$ cat src/rtl/mux2to1_led_arbiter_pkg.sv
// Shared definitions for the two-requester LED arbiter: state encodings and the default hold length.
package mux2to1_led_arbiter_pkg;

    typedef enum logic [1:0] {
        ST_IDLE = 2'd0,
        ST_OWN0 = 2'd1,
        ST_OWN1 = 2'd2,
        ST_GAP  = 2'd3
    } state_t;

    localparam int DEF_HOLD_CYCLES = 8;

    // Ownership state for requester index i (0 = X, 1 = Y).
    function automatic state_t own_state(input logic i);
        return i ? ST_OWN1 : ST_OWN0;
    endfunction

endpackage

$ cat src/rtl/mux2to1_led_arbiter_mux.sv
// One-bit 2:1 mux: m follows x when s=0, y when s=1.
module mux_lbit_2to1 (
    input  logic x,
    input  logic y,
    input  logic s,
    output logic m
);

    assign m = s ? y : x;

endmodule

$ cat src/rtl/mux2to1_led_arbiter.sv
// Round-robin arbiter sharing one registered LED between requesters X and Y.
// Define MUX_ARB_LOCK_EN to add the 'lock' input that lets the owner ignore hold expiry.
module mux2to1_led_arbiter
    import mux2to1_led_arbiter_pkg::*;
#(
    parameter int HOLD_CYCLES = DEF_HOLD_CYCLES,
    parameter int CNT_W       = 4
) (
    input  logic       clk,
    input  logic       rst,
    input  logic [1:0] req,
    input  logic       x,
    input  logic       y,
`ifdef MUX_ARB_LOCK_EN
    input  logic       lock,
`endif
    output logic [1:0] gnt,
    output logic       sel,
    output logic       led,
    output logic       busy
);

    localparam logic [CNT_W-1:0] CNT_MAX = CNT_W'(HOLD_CYCLES - 1);

    state_t           state_reg, state_next;
    logic [CNT_W-1:0] cnt_reg, cnt_next;
    logic             last_reg, last_next;
    logic             sel_next;
    logic             mux_out;
    logic             own_idx;
    logic             expired;
    logic             hold_lock;

`ifdef MUX_ARB_LOCK_EN
    assign hold_lock = lock;
`else
    assign hold_lock = 1'b0;
`endif

    assign own_idx = (state_reg == ST_OWN1);
    assign expired = (cnt_reg == CNT_MAX);

    always_comb begin
        state_next = state_reg;
        cnt_next   = cnt_reg;
        last_next  = last_reg;
        case (state_reg)
            ST_IDLE: begin
                cnt_next = '0;
                case (req)
                    2'b11:   state_next = own_state(~last_reg);
                    2'b01:   state_next = ST_OWN0;
                    2'b10:   state_next = ST_OWN1;
                    default: state_next = ST_IDLE;
                endcase
            end
            ST_OWN0, ST_OWN1: begin
                // Release takes priority over expiry in the same cycle.
                if (!req[own_idx]) begin
                    state_next = ST_IDLE;
                    last_next  = own_idx;
                    cnt_next   = '0;
                end else if (expired && hold_lock) begin
                    cnt_next = cnt_reg;
                end else if (expired && req[~own_idx]) begin
                    state_next = ST_GAP;
                    last_next  = own_idx;
                    cnt_next   = '0;
                end else if (expired) begin
                    cnt_next = '0;
                end else begin
                    cnt_next = cnt_reg + CNT_W'(1);
                end
            end
            ST_GAP: begin
                cnt_next = '0;
                if (req[~last_reg])
                    state_next = own_state(~last_reg);
                else if (req[last_reg])
                    state_next = own_state(last_reg);
                else
                    state_next = ST_IDLE;
            end
            default: begin
                state_next = ST_IDLE;
                cnt_next   = '0;
            end
        endcase
    end

    // Select only moves on entry to an ownership state; it holds through IDLE and GAP.
    always_comb begin
        sel_next = sel;
        if (state_next == ST_OWN1)
            sel_next = 1'b1;
        else if (state_next == ST_OWN0)
            sel_next = 1'b0;
    end

    mux_lbit_2to1 u_mux (
        .x (x),
        .y (y),
        .s (sel_next),
        .m (mux_out)
    );

    always_ff @(posedge clk or posedge rst) begin
        if (rst) begin
            state_reg <= ST_IDLE;
            cnt_reg   <= '0;
            last_reg  <= 1'b1;
            gnt       <= 2'b00;
            sel       <= 1'b0;
            led       <= 1'b0;
            busy      <= 1'b0;
        end else begin
            state_reg <= state_next;
            cnt_reg   <= cnt_next;
            last_reg  <= last_next;
            gnt       <= {state_next == ST_OWN1, state_next == ST_OWN0};
            sel       <= sel_next;
            led       <= (state_next == ST_OWN0 || state_next == ST_OWN1) ? mux_out : 1'b0;
            busy      <= (state_next != ST_IDLE);
        end
    end

endmodule

$ cat config.mk
export PLATFORM = sky130hd
export DESIGN_NAME = mux2to1_led_arbiter
export DESIGN_NICKNAME = d
export VERILOG_FILES = /design/src/rtl/mux2to1_led_arbiter_pkg.sv /design/src/rtl/mux2to1_led_arbiter_mux.sv /design/src/rtl/mux2to1_led_arbiter.sv
export SDC_FILE = /design/constraint.sdc
export NUM_CORES = 1
export LEC_CHECK = 0
export ABC_AREA = 0
export BUFFER_PORTS_ARGS = -buffer_cell sky130_fd_sc_hd__buf_2
export CAP_MARGIN = 10
export CELL_PAD_IN_SITES_DETAIL_PLACEMENT = 0
export CELL_PAD_IN_SITES_GLOBAL_PLACEMENT = 1
export CORE_MARGIN = 2
export CORE_UTILIZATION = 41
export CTS_CLUSTER_SIZE = 24
export DETAILED_ROUTE_END_ITERATION = 8
export GPL_TIMING_DRIVEN = 0
export PLACE_DENSITY = 0.85
export SYNTH_ARGS = -nofsm -noshare
export SYNTH_HDL_FRONTEND = slang
export SYNTH_HIERARCHICAL = 1
export SYNTH_SLANG_ARGS = --single-unit
export TNS_END_PERCENT = 50
$ cat constraint.sdc
create_clock -name clk -period 2.4 [get_ports clk]
set_input_delay 0.24 -clock clk [delete_from_list [all_inputs] [get_ports clk]]
set_output_delay 0.24 -clock clk [all_outputs]
set_load 0.02 [all_outputs]
==> metrics.md, run 1 <==
| Metric | Value |
|---|---|
| Outcome | complete, no violations |
| Final slew viol count | 0 |
| Fraction of the mapped netlist area in adder cells | 13.6% |
| DRT Pass-1 Iters | 4 |
| Ports | 11 |
| Synth Area in Compound Gates | 12.5% |
| Die Y | 43.6 µm |
| CORE AREA | 0.00149 mm² |
| DIE AREA | around 0.0019 mm² |
| Most common cell after layout, fill and taps aside | dfrtp_1 |
| Required @ worst endpoint | 2.57 ns |
| Comb pwr share | 46.7% |
| Sequential power share | 34.5% |
| Antenna-violating nets left | 0 |
| VDD IR max | between 500 and 600 µV |
| Yosys top cell by area | dfrtp_1 |
| FP Rows | 14 |
| Worst min-delay path category | input port to register |
| Layout area overhead | 27.0% |
| Critical path cell sequence | inv_1 > ha_4 > nor2b_1 > nand4_1 > o211ai_1 > ha_2 > inv_1 > a21o_1 > mux2_4 > and2_1 |
| Worst slew margin | 69.8% |
| Largest net degree at the start of global routing | 13 |
| Max Fclk | 442 MHz |
| Share of layout cells above drive strength 1 | a little over a third |
| Final Hold Vio Count | 0 |
| Main combinational cell family by area after synthesis | simple AND/OR/NAND/NOR gates |
| P per Cell Area | 1030 mW/mm² |
| CTS tree | yes |
| Synth Area in XOR/XNOR | 2.72% |
| DP HPWL | about 780 µm |
| Top-area cell type share of the netlist area | 42.8% |
| Routability Congestion | between 0.6 and 0.7 |
| Top cell by count, worst path | inv_1 |
| Final Setup Violations | 0 |
| Initial Util | 43.2% |
| Initial antenna violation count | 0 |
| RSZ-0062 raised after global routing | false |
| Average wire per standard cell | 11.8 µm |
| Static Leak | ~0.0004 µW |
| Clock power share | a little under a fifth |
| Crit end category | register |
| Clk sinks | 12 |
| Drt drc | 0 |
| Routed vias | about 460 |
| Detailed router's first-iteration violation count | 1 |
| H-tree Lvls | 1 |
| N_diodes | 0 |
| Fill cells | 119 |
| Syn Nets | 68 |
| I/O Buffers | 10 |
| Max-cap violations | 0 |
| Die Wd | approximately 44 µm |
| Root Buffer | clkbuf_4 |
| Reg clk slew, reported paths | around 0.08 ns |
| Clock Skew | 0.00446 ns |
| Crit path max fanout | 4 |
| Sequential cell area | between 300 and 400 µm² |
| Min Clock Period, post-route | about 2.3 ns |
| Clk buf depth | 2 |
| Post-Synth Simple-Gate Area | around 15% |
| First-pass GRT wire length | around 1900 µm |
| Sw Ratio | between 30% and 40% |
| Pint | 550 µW |
| Cell count after synthesis | 55 |
| Largest cells by area after synthesis | dfrtp_1 (43%), ha_1 (14%), o211ai_1 (4.7%) |
| Ys Warns | 6 |
| Distinct cells, synth | 24 |
| Total CTS buffers | 3 |
| Critical path data arrival time | about 2.4 ns |
| Actual slew at the worst max-slew pin | 0.453 ns |
| Vias in the first global route | ~440 |
| CP max stage delay | 0.38 ns |
| Clock Latency Late Sink | 0.27 ns |
| P_sw | 295 µW |
| Most frequent cells in the layout | dfrtp_1 (11), buf_2 (10), inv_1 (6) |
| DR vias/cell | a little over 5 |
| Max reg flops | 4 |
| Nets | 88 |
| Post-synthesis register bit count | 12 |
| Total chip power | 845 µW |
| Final Cycle Share | 94.3% |
| WS Path Type | register to register |
| Startpoint Class | register |
| Multiplexer share of the synthesized area | under 10% |
| Cell area after synthesis | 643 µm² |
| Multi-input gate area | 347 µm² |
| Sequential area share after synthesis | 46.9% |
| Total global-route track usage | 13.5% |
| Grt ovf | 0 |
| Average size of a mapped cell | about 12 µm² |
| CP max-delay cell | dfrtp_1 |
| Total Wirelength | around 1100 µm |
| Setup tns final | 0 ns |
-- critical path, delay by kind of cell (launching register included) --
family | cells | cell delay (ns)
simple gates | 3 | 0.44
flops | 1 | 0.38
mux | 1 | 0.29
buf+inv | 2 | 0.13
fa+ha+maj | 2 | 0.53
compound gates | 2 | 0.39
-- stage by stage --
| step | instance area, µm² | hold slack, ns | setup WS [ns] | util (%) | std cells |
|---|---|---|---|---|---|
| 3_5_place_dp | 713 | 0.264 | 0.0126 | 47.9 | 81 |
| 2_1_floorplan | 643 | 0.104 | 0.241 | - | 55 |
| 6_report | 817 | 0.202 | 0.137 | 54.9 | 90 |
| 3_3_place_gp | 713 | 0.252 | 0.0606 | 47.9 | 81 |
| 4_1_cts | 762 | 0.162 | 0.0192 | 51.2 | 86 |
| 5_1_grt | 817 | 0.200 | 0.00849 | 54.9 | 90 |
-- final timing paths --
check | start | to | slack (ns) | depth (start not counted)
setup / recovery | state_reg[0] | led | 0.14 | 10
hold / removal | req[1] | last_reg | 0.20 | 2
setup reg to reg | state_reg[0] | led | 0.14 | 10
hold reg to reg | cnt_reg[0] | cnt_reg[0] | 0.47 | 1
max in group asynchronous | rst | last_reg | 1.55 | 3
min in group asynchronous | rst | cnt_reg[1] | 0.51 | 3
-- cell families after synthesis --
kind of cell               Yosys count
adders and majority gates            7
buffers and inverters                6
and+or+nand+nor                     15
AOI/OAI and AO/OA                   10
xor gates and xnor gates             2
muxes                                3
DFF                                 12
-- area by class of cell --
class	instances	share of cell area, %
inverters	6	2.76
flip-flops and latches	12	36.9
clock buffers	4	4.44
multi-input cells	37	42.4
well taps	16	2.45
repair buffers	15	11.0
-- cells in the mapped netlist --
cell type	number
or2b_1	2
and3b_2	1
o211a_1	2
a21oi_1	2
o211ai_1	4
and2_1	1
a21o_1	1
nor2_1	2
nand3b_1	2
ha_1	7
xor2_1	1
nand4_1	1
a211oi_2	1
nor2b_1	1
mux2_4	1
nand3_1	1
inv_1	6
nand2b_4	1
dfstp_2	1
nor3_1	2
xnor2_1	1
mux2i_1	2
dfrtp_1	11
nand2_1	1
-- metal layers --
| metal | GRT usage [%] | wire, µm |
|---|---|---|
| met1 | 16.4 | 483 |
| met2 | 22.1 | 531 |
| met3 | 4.17 | 45 |
| met4 | 5.45 | 0 |
| met5 | 0 | 0 |
-- what timing repair did --
action / CTS / global route
pin swaps: 0 / 4
setup endpoints to repair: 1 / 1
setup buffers: 0 / 4
resized for setup: 1 / 4
hold buffers: 1 / 0
hold endpoints to repair: 11 / 0
-- power groups by stage --
stage | clock network, µW | logic (µW) | registers [µW]
after floorplan | 0 | 201 | 335
after global routing | 172 | 436 | 301
after detailed placement | 0 | 318 | 297
final | 158 | 395 | 292
after global placement | 0 | 314 | 294
after CTS | 163 | 325 | 293
Note: power is estimated with default switching activity, not from simulation.
==> run 2: changes to the inputs <==
==> constraint.sdc (replaced) <==
create_clock -name clk -period 2.4 [get_ports clk]
set_input_delay 0.48 -clock clk [delete_from_list [all_inputs] [get_ports clk]]
set_output_delay 0.48 -clock clk [all_outputs]
set_load 0.02 [all_outputs]
==> metrics.md, run 2 (synthesized netlist as in run 1, its figures left out) <==
| Metric | Value |
|---|---|
| Grt ovf | 0 (unchanged) |
| Design Area, Final | 807 µm² (-1.2%) |
| Clk buf depth | 2 (unchanged) |
| Root Buffer | clkbuf_4 |
| Ports | 11 (unchanged) |
| Fill cells | 121 (+1.7%) |
| Max-cap violations | 0 (unchanged) |
| Share of layout cells above drive strength 1 | 35.6% (+0.48 points) |
| Max reg flops | 4 (unchanged) |
| Clk sinks | 12 (unchanged) |
| Total global-route track usage | 13.5% (unchanged) |
| Max Fclk | 442 MHz (unchanged) |
| Initial Util | 43.2% (unchanged) |
| First-pass GRT wire length | 1900 µm (unchanged) |
| Final Cycle Share | 94.3% (unchanged) |
| Critical path data arrival time | 2.43 ns (about the same) |
| Nets | 87 (-1.1%) |
| Initial antenna violation count | 0 (unchanged) |
| DRT Pass-1 Iters | 4 (unchanged) |
| DR vias/cell | 5.11 (+0.24%) |
| Largest net degree at the start of global routing | 13 (unchanged) |
| H-tree Lvls | 1 (unchanged) |
| Average wire per standard cell | 11.8 µm (+0.46%) |
| Die Wd | 43.6 µm (unchanged) |
| Outcome | complete, no violations |
| Final Hold Vio Count | 0 (unchanged) |
| DIE AREA | 0.00190 mm² (unchanged) |
| Most frequent cells in the layout | dfrtp_1 (11), buf_2 (10), inv_1 (6) |
| Vias in the first global route | 436 (unchanged) |
| VDD IR max | 570 µV (about the same) |
| Static Leak | 0.000388 µW (-1.1%) |
| Actual slew at the worst max-slew pin | 0.453 ns (-0.000272 ns) |
| Most common cell after layout, fill and taps aside | dfrtp_1 |
| Required @ worst endpoint | 2.57 ns (about the same) |
| Layout area overhead | 25.5% |
| Reg clk slew, reported paths | 0.08 ns (about the same) |
| Min Clock Period, post-route | 2.26 ns (unchanged) |
| Worst slew margin | 69.8% (about the same) |
| Routed vias | 455 (-0.87%) |
| Drt drc | 0 (unchanged) |
| Total Wirelength | 1050 µm (-0.66%) |
| Routability Congestion | 0.693 (unchanged) |
| CORE AREA | 0.00149 mm² (unchanged) |
| Crit end category | register |
| Final slew viol count | 0 (unchanged) |
| FP Rows | 14 (unchanged) |
| Setup tns final | 0 ns (unchanged) |
| Crit path max fanout | 4 (unchanged) |
| DP HPWL | 778 µm (unchanged) |
| Detailed router's first-iteration violation count | 1 (unchanged) |
| WS Path Type | register to register |
| DP Area | 713 µm² (unchanged) |
| RSZ-0062 raised after global routing | false |
| Worst min-delay path category | input port to asynchronous set/reset pin |
| I/O Buffers | 10 (unchanged) |
| Total CTS buffers | 3 (unchanged) |
| Die Y | 43.6 µm (unchanged) |
| P per Cell Area | 1050 mW/mm² (+1.1%) |
| Final Setup Violations | 0 (unchanged) |
| Clock Skew | 0.00447 ns (+0.0000132 ns) |
| Antenna-violating nets left | 0 (unchanged) |
| N_diodes | 0 (unchanged) |
| Startpoint Class | register |
| Clock Latency Late Sink | 0.27 ns (about the same) |
| Util after Layout | 54.2% (-0.67 points) |
| CTS tree | yes |
## run 2: cell count changes in the layout (fill, tap and decap cells not counted), sizes merged
| cell | previous run | this run |
|---|---|---|
| dlygate4sd3 | 1 | 0 |
## run 2: what timing repair did
| action | 4_1_cts | 5_1_grt |
|---|---|---|
| setup buffers | 0 | 4 |
| pin swaps | 0 | 4 |
| hold buffers | 0 | 0 |
| resized for setup | 1 | 4 |
| endpoints found under the setup margin | 1 | 1 |
## run 2: worst paths after layout
| kind | endpoint | slack, ns | start | depth (start not counted) |
|---|---|---|---|---|
| worst max-delay path | led | 0.14 | state_reg[0] | 10 |
| worst min-delay path | cnt_reg[1] | 0.20 | rst | 2 |
| worst max register to register | led | 0.14 | state_reg[0] | 10 |
| worst min register to register | cnt_reg[0] | 0.47 | cnt_reg[0] | 1 |
| max in group asynchronous | last_reg | 1.86 | rst | 2 |
| min in group clk | last_reg | 0.44 | req[1] | 2 |
## run 2: area by class of cell
class	instances	area [µm²]	share of cell area, %
Clock buffer	4	36.3	4.50
Inverter	6	22.5	2.79
Multi-Input combinational cell	37	347	42.9
Sequential cell	12	302	37.4
Tap cell	16	20.0	2.48
Timing Repair Buffer	14	80.1	9.92
## run 2: critical path: stages (launching register included)
cell      delay [ns]
dfrtp_1         0.38
inv_1           0.09
ha_4            0.29
nor2b_1         0.12
nand4_1         0.17
o211ai_1        0.20
ha_2            0.24
inv_1           0.04
a21o_1          0.19
mux2_4          0.29
and2_1          0.15
## run 2: layer usage
layer | GRT usage (%) | part of all wire [%] | vias to the layer above
met5 | 0 | 0 | -
met4 | 5.45 | 0 | 0
met3 | 4.17 | 4.3 | 0
met2 | 22.1 | 50 | 7
met1 | 16.4 | 46 | 220
li1 | - | - | 228
## run 2: where the power goes
part           switching, µW  internal, µW  total (µW)
clock network           66.3          92.2         158
registers               30.0           262         292
logic                    199           195         393
total                    295           549         843
## run 2: metrics by stage
step,std cells,hold WS (ns),worst slack (ns),total power (µW)
6_report,89,0.200,0.137,843
5_1_grt,89,0.253,0.00849,908
4_1_cts,85,0.209,0.0192,780
3_5_place_dp,81,0.465,0.0126,614
3_3_place_gp,81,0.459,0.0606,608
2_1_floorplan,55,0.344,0.241,536
